==> src/rtl/bw_io_hstl_rcv.sv <==
// HSTL pad receiver: 2-flop synchronizer, programmable glitch filter with
// rise/fall pulses, and one boundary-scan input cell sharing the driver's BSR chain.
module bw_io_hstl_rcv #(
  parameter int   CNT_W   = 4,
  parameter logic RST_VAL = 1'b0
) (
  input  logic             clk,
  input  logic             rst,
  input  logic             pad,
  input  logic             por,
  input  logic             rcv_en,
  input  logic [CNT_W-1:0] filt_cnt,
  input  logic             sel_data_n,
  input  logic             bsr_capture,
  input  logic             bsr_shift,
  input  logic             bsr_update,
  input  logic             bsr_si,
  output logic             bsr_so,
  output logic             rcv_data,
  output logic             rcv_rise,
  output logic             rcv_fall
);

  logic             sample;
  logic             sync1;
  logic             sync2;
  logic             filt;
  logic [CNT_W-1:0] cnt;
  logic             rise_q;
  logic             fall_q;
  logic             shift_q;
  logic             update_q;

  // Only a solid 1 counts; an unresolved net must never look like a valid high.
  assign sample = (pad === 1'b1);

  // Data path: por reuses the reset values but leaves the BSR cell alone.
  always_ff @(posedge clk) begin
    if (rst || por) begin
      sync1  <= RST_VAL;
      sync2  <= RST_VAL;
      filt   <= RST_VAL;
      cnt    <= '0;
      rise_q <= 1'b0;
      fall_q <= 1'b0;
    end else if (!rcv_en) begin
      cnt    <= '0;
      rise_q <= 1'b0;
      fall_q <= 1'b0;
    end else begin
      // NOTE: non-blocking assignments make sync2 take the old sync1, forming a real 2-stage chain.
      sync1  <= sample;
      sync2  <= sync1;
      rise_q <= 1'b0;
      fall_q <= 1'b0;
      if (sync2 == filt) begin
        cnt <= '0;
      end else if (cnt >= filt_cnt) begin
        filt   <= sync2;
        cnt    <= '0;
        rise_q <= sync2;
        fall_q <= ~sync2;
      end else if (cnt != {CNT_W{1'b1}}) begin
        cnt <= cnt + 1'b1;
      end
    end
  end

  // Capture takes the raw synchronized sample, bypassing the filter.
  always_ff @(posedge clk) begin
    if (rst) begin
      shift_q  <= 1'b0;
      update_q <= 1'b0;
    end else begin
      if (bsr_capture) begin
        shift_q <= sync1;
      end else if (bsr_shift) begin
        shift_q <= bsr_si;
      end
      if (bsr_update) begin
        update_q <= shift_q;
      end
    end
  end

  assign bsr_so   = shift_q;
  assign rcv_data = sel_data_n ? update_q : filt;
  assign rcv_rise = rise_q & ~sel_data_n;
  assign rcv_fall = fall_q & ~sel_data_n;

endmodule
==> config.mk <==
export PLATFORM = sky130hd
export DESIGN_NAME = bw_io_hstl_rcv
export DESIGN_NICKNAME = d
export VERILOG_FILES = /design/src/rtl/bw_io_hstl_rcv.sv
export SDC_FILE = /design/constraint.sdc
export NUM_CORES = 1
export LEC_CHECK = 0
export CAP_MARGIN = 25
export CORE_UTILIZATION = 30
export DETAILED_ROUTE_END_ITERATION = 8
export SLEW_MARGIN = 20
export SYNTH_ARGS = -nofsm -noshare
export SYNTH_HDL_FRONTEND = slang
export SYNTH_SLANG_ARGS = --single-unit
==> constraint.sdc <==
create_clock -name clk -period 3.6 [get_ports clk]
set_clock_uncertainty 0.15 [all_clocks]
set_input_delay 0.36 -clock clk [delete_from_list [all_inputs] [get_ports clk]]
set_output_delay 0.36 -clock clk [all_outputs]
set_load 0.01 [all_outputs]
==> Yosys cells after proc, flatten, opt, wreduce, memory -nomap -nowiden <==
Index checks and enable logic that the tools add are counted.
{ "op_classes": {"n_addsub": 1, "n_lt_le_gt_ge": 1, "n_eq_ne": 3, "n_mux": 3, "n_bitwise": 7, "n_reduce_logical": 5} }
{ "op_table": {"columns": ["op", "n"], "rows": [
  ["$reduce_or 4->1", 2],
  ["$not 1->1", 5],
  ["$add 4x1->4 const B", 1],
  ["$ge 4x4->1", 1],
  ["$ne 4x4->1 const B", 1],
  ["$mux 1", 3],
  ["$reduce_and 3->1", 1],
  ["$and 1x1->1", 2],
  ["$reduce_bool 2->1", 1],
  ["$eq 1x1->1", 1],
  ["$eqx 1x1->1 const B", 1],
  ["$logic_or 1x1->1", 1]
]} }
{ "totals": {"register_bits": 11, "output_inout_bits": 4} }

==> Logic depth before layout (Yosys ltp) <==
Gate-level depths: netlist (run 1).
{ "depth": {"word_depth": 3, "mapped_depth": 5, "mapped_depth_nobuf": 5} }

==> Worst setup path before layout (run 1) <==
Ideal clock, no wire load.
{ "synth_path": {"path_type": "reg-to-reg", "start": "reg cnt[0]", "end": "reg cnt[3]", "setup_time_ns": 0.088, "arrival_time_ns": 1.445, "setup_slack_ns": 1.917, "stages_incl_launch_ff": 6, "n_path_buf": 0, "path_cell_list": "dfxtp_1 -> inv_1 -> ha_1 -> or3b_4 -> and2_4 -> nor4_2"} }
{ "synth_between": {"elab_chain_len": 2} }
{ "synth_lines": {"columns": ["item", "line_no", "source"], "rows": [
  ["from (decl)", "28", "logic [CNT_W-1:0] cnt;"],
  ["from (signal assigned)", "64", "cnt <= cnt + 1'b1;"],
  ["$ge 4x4->1", "58", "end else if (cnt >= filt_cnt) begin"],
  ["$reduce_or 4->1 (no line)", null, null]
]} }
Parallel ways exist; a longest one is shown, timed or not.
A chain may end at the register's enable or synchronous reset.

==> Worst setup path in the final report (run 1) <==
{ "layout_path": {"start": "in sel_data_n", "end": "out rcv_data"} }
{ "layout_between": {"elab_chain_len": 1} }
{ "layout_lines": {"columns": ["item", "line_no", "source"], "rows": [
  ["from (decl)", "13", "input logic sel_data_n,"],
  ["$mux 1", "87", "assign rcv_data = sel_data_n ? update_q : filt;"],
  ["to (decl)", "19", "output logic rcv_data,"]
]} }
Every way passes these cells.

==> impl_metrics.yaml, run 1 <==
outcome:
  outcome: "complete, no violations"
worst_setup_path:
  regToRegEndpoint: "cnt[3]"
  critPathLaunchType: "primary input"
  cp.required_ns: 3.09
  worstSetupEndpointType: "output port"
  reg2reg_slack_ns: 1.82
  crit_type: "primary input to output port"
  arrival_ns: 1.69
  reg2reg_depth: 5
  worstReg2RegStart: "cnt[0]"
  cp_max_fo: 3
cts:
  clk_pin_slew_worst_paths_ns: 0.06
  cts-buffers-inserted: 3
  cts_buffer_depth: 2
  cts_sinks: 11
  ctsHoldBuffers: 0
  postCtsSetupBuffers: 0
  cts_htree_levels: 1
  cts_resized: 0
  cts-root-buf: "clkbuf_4"
  worstSkewPairLatency_ns: 0.26
  cts_tree: "built"
cells_and_area:
  postLayoutCoreUtil_pct: 46.0
  multi_input_area_um2: 363
  fill_cells: 202
  layout.nets: 103
  design_area_um2: 830
  final_cells: 108
  final_cell_mix: "17 x clkdlybuf4s50_1, 11 x dfxtp_1"
  drive_above_1_share_pct: 9.64
  final-seq-area_um2: 220
  areaGrowthSynthToFinish_pct: 37.8
  n_antenna_cell: 0
  mostFrequentLayoutCell: "clkdlybuf4s50_1"
floorplan:
  dieHeight_um: 46.8
  start_util_pct: 33.4
  die_w_um: 46.8
  design.core.area_um2: 1800
  ioPinCount: 18
  die_area_um2: 2190
  rows: 15
grt:
  grt_pass1_wl_um: 1990
  grt_overflow_total: 0
  grt_pass1_vias: 504
  grt_antenna_before_repair: 0
  grt_max_degree: 7
  grtUsageTotal_pct: 13.1
min_path:
  min_to: "update_q"
  hold_start: "update_q"
  worstHoldPathCells: 2
  hp-class: "flip-flop to flip-flop"
yosys:
  syn_inst: 62
  synth_top_area_cell: "dfxtp_1"
  ys_ff_latch: 11
  avgSynthCellArea_um2: 9.71
  synth_top_area_share_pct: 36.6
  yosysWarnings: 0
  syn_area_um2: 602
  synth.area.top_cells: "dfxtp_1 37%, ha_1 10%, mux2i_1 8.3%"
  synthDistinctLibCells: 27
  syn_nets: 81
  ys_seq_area_share_pct: 36.6
sta:
  setup-violations-final: 0
  tns_ns: 0
  slew_headroom_pct: 73.1
  hold_viol: 0
  setup_slack_ns: 1.40
  fin_hold_ws_ns: 0.348
  layout_min_cycle_time_ns: 2.20
  rsz0062_at_grt: "no"
  report.final.slew_viol_count: 0
  finalCritPeriodShare_pct: 61.1
  max_freq_mhz: 455
  max_slew.worst_pin.slew_ns: 0.398
routing:
  drt_iter0_markers: 1
  via_per_inst: 4.87
  wirelength_um: 1260
  drtPass1Iterations: 4
  vias: 526
  wire_per_inst_um: 11.7
  drtAntennaViolNets: 0
  drc: 0
place:
  dp_slack_ns: 1.40
  placed_area_um2: 803
  dp_hpwl_um: 1010
  place.gp.congestion: 0.706
  io_buffers: 17
  dp_cells: 104
pwr:
  total_power_mw: 0.236
  p_per_area_nw_per_um2: 284
  peakVddDrop_mv: 0.247
  p_leak_nw: 0.357
run:
  maxCapViolations: 0
[worst max-delay path, stage by stage]
cell and delay, ns:
clkdlybuf4s50_1 0.51, mux2_2 0.34, clkdlybuf4s50_1 0.48
[area by class of cell]
cell class                 instances  area share [%]
sequential                        11            26.5
inverter                           5            2.26
tap                               25            3.77
multi-input combinational         46            43.7
timing repair buffer              17            20.5
clock buffer                       4            3.17
[synthesized netlist by cell type]
library cell	instances
nand3_1	4
inv_1	5
a32oi_1	1
mux2_2	2
nor4bb_1	1
o21ai_0	1
and3b_1	1
and3_1	1
xnor2_1	1
nor2_1	3
o211a_1	1
nor3b_1	2
and2_4	1
nor2b_1	2
ha_1	5
mux2i_1	5
xor2_1	1
o211ai_1	1
a21oi_1	2
nand4_1	1
or3b_4	1
dfxtp_1	11
nand3b_1	1
nor3_1	5
a31oi_1	1
nor4_2	1
a21o_1	1
[report_power, final]
part | total [mW] | leakage, nW | switching (mW) | internal [mW]
Clock | 0.0818 | 0.0150 | 0.0390 | 0.0428
Sequential | 0.124 | 0.0888 | 0.000907 | 0.123
Combinational | 0.0301 | 0.253 | 0.0103 | 0.0198
[kinds of logic (layout without fill, tap and decap cells)]
group           after synthesis  after routing  share of synthesized area, %
fa+ha+maj                     5              5                          10.4
xor+xnor                      2              2                          2.91
buf+inv                       5             26                          3.12
simple gates                 24             24                          25.8
flops                        11             11                          36.6
compound gates                8              8                          9.15
mux                           7              7                          12.1
[how the worst max path moves through the flow]
stage / from / to / cells after the start / slack (ns)
after floorplan: cnt[0] / cnt[3] / 5 / 1.92
after global placement: sel_data_n / rcv_data / 3 / 1.43
after detailed placement: sel_data_n / rcv_data / 3 / 1.40
after CTS: sel_data_n / rcv_data / 3 / 1.39
after global routing: sel_data_n / rcv_data / 3 / 1.36
final: sel_data_n / rcv_data / 3 / 1.40
[flip-flops by register name, indices dropped and copies added (netlist names)]
| register | count |
|---|---|
| sync1 | 1 |
| update_q | 1 |
| rise_q | 1 |
| filt | 1 |
| sync2 | 1 |
| bsr_so | 1 |
| fall_q | 1 |
| cnt | 4 |
[metal layers]
metal / global-route usage (%) / part of all wire [%] / routed length (um)
met5: 0 / 0 / 0
met1: 15.1 / 46 / 577
met4: 6.86 / 2.1 / 26
met3: 3.85 / 3.7 / 47
met2: 21.9 / 48 / 607
Power figures use the tool's default switching activity.
==> inputs of run 2 (changes only) <==
==> constraint.sdc (replaced) <==
create_clock -name clk -period 2 [get_ports clk]
set_clock_uncertainty 0.15 [all_clocks]
set_input_delay 0.2 -clock clk [delete_from_list [all_inputs] [get_ports clk]]
set_output_delay 0.2 -clock clk [all_outputs]
set_load 0.01 [all_outputs]
==> run 2 against run 1 <==
Effect of this change:
- sequential share of layout area fell by 0.24 points
- register-to-register slack got worse by 1.5 ns
- cell area rose by 0.90%
- sequential cell count did not move
- critical path depth did not move
- die area did not move
- worst setup slack got worse by 1.3 ns
- routed wire length fell by 12%
- sequential power rose by 80%
- global-route usage fell by 1.1 points
- largest power group unchanged
- largest cell class unchanged
- power rose by 80%
- non-clock buffer count rose by 1
==> impl_metrics.yaml, run 2 (synthesis results as in run 1) <==
sta:
  max_freq_mhz: 536
  tns_ns: 0
  max_slew.worst_pin.slew_ns: 0.388
  slew_headroom_pct: 73.8
  setup_slack_ns: 0.136
  rsz0062_at_grt: "no"
  fin_hold_ws_ns: 0.340
  layout_min_cycle_time_ns: 1.86
  report.final.slew_viol_count: 0
  setup-violations-final: 0
  hold_viol: 0
  finalCritPeriodShare_pct: 93.2
cts:
  postCtsSetupBuffers: 0
  cts_sinks: 11
  clk_pin_slew_worst_paths_ns: 0.06
  cts_tree: "built"
  ctsHoldBuffers: 0
  cts_htree_levels: 1
  cts-buffers-inserted: 3
  cts_resized: 0
  cts-root-buf: "clkbuf_4"
  worstSkewPairLatency_ns: 0.27
  cts_buffer_depth: 2
routing:
  drtPass1Iterations: 4
  vias: 515
  drc: 0
  drtAntennaViolNets: 0
  via_per_inst: 4.72
  wirelength_um: 1110
  wire_per_inst_um: 10.2
  drt_iter0_markers: 12
cells_and_area:
  final_cells: 109
  largest_register_ffs: 4
  n_antenna_cell: 0
  layout.nets: 104
  drive_above_1_share_pct: 10.7
  mostFrequentLayoutCell: "clkdlybuf4s50_1"
  design_area_um2: 837
  postLayoutCoreUtil_pct: 46.5
  final_cell_mix: "17 x clkdlybuf4s50_1, 11 x dfxtp_1"
  regMostFlops: "cnt"
  fill_cells: 191
  areaGrowthSynthToFinish_pct: 39.1
place:
  place.gp.congestion: 0.797
  dp_cells: 105
  dp_hpwl_um: 885
  placed_area_um2: 811
  dp_slack_ns: 0.0229
  io_buffers: 17
min_path:
  hp-class: "flip-flop to flip-flop"
  worstHoldPathCells: 2
worst_setup_path:
  cp_max_fo: 3
  worstSetupEndpointType: "output port"
  reg2reg_depth: 5
  arrival_ns: 1.51
  cp.required_ns: 1.65
  critPathLaunchType: "primary input"
  crit_type: "primary input to output port"
grt:
  grt_overflow_total: 0
  grtUsageTotal_pct: 12.0
  grt_max_degree: 7
  grt_pass1_vias: 478
  grt_antenna_before_repair: 0
  grt_pass1_wl_um: 1840
floorplan:
  start_util_pct: 33.4
  die_w_um: 46.8
  design.core.area_um2: 1800
  dieHeight_um: 46.8
  die_area_um2: 2190
  rows: 15
  ioPinCount: 18
pwr:
  total_power_mw: 0.425
  p_per_area_nw_per_um2: 507
  peakVddDrop_mv: 0.262
  p_leak_nw: 0.362
outcome:
  outcome: "complete, no violations"
run:
  maxCapViolations: 0
[run 2: final timing paths]
check | slack [ns] | endpoint | from
max | 0.14 | rcv_data | sel_data_n
max reg2reg | 0.29 | cnt[3] | cnt[0]
min reg2reg | 0.34 | update_q | update_q
min | 0.34 | update_q | update_q
[run 2: worst max-delay path, cell delays in order]
cell and delay, ns:
clkdlybuf4s50_1 0.50, mux2_2 0.34, clkdlybuf4s50_1 0.47
[run 2: area by class of cell]
class                   count  area [um2]  area share (%)
flip-flops and latches     11         220            26.3
clock buffers               4        26.3            3.14
multi-input cells          46         363            43.3
well taps                  25        31.3            3.74
repair buffers             18         178            21.2
inverters                   5        18.8            2.24
[run 2: routing by layer]
metal  GRT usage (%)  routed length (um)
met2            20.6                 548
met1            13.9                 528
met4            5.14                   0
met3            3.46                  31
met5               0                   0
[run 2: report_power, final]
part           leakage, nW  switching [mW]  internal (mW)
Clock               0.0150          0.0713         0.0772
Combinational        0.258          0.0177         0.0358
Sequential          0.0888         0.00154          0.221
Total                0.362          0.0906          0.334
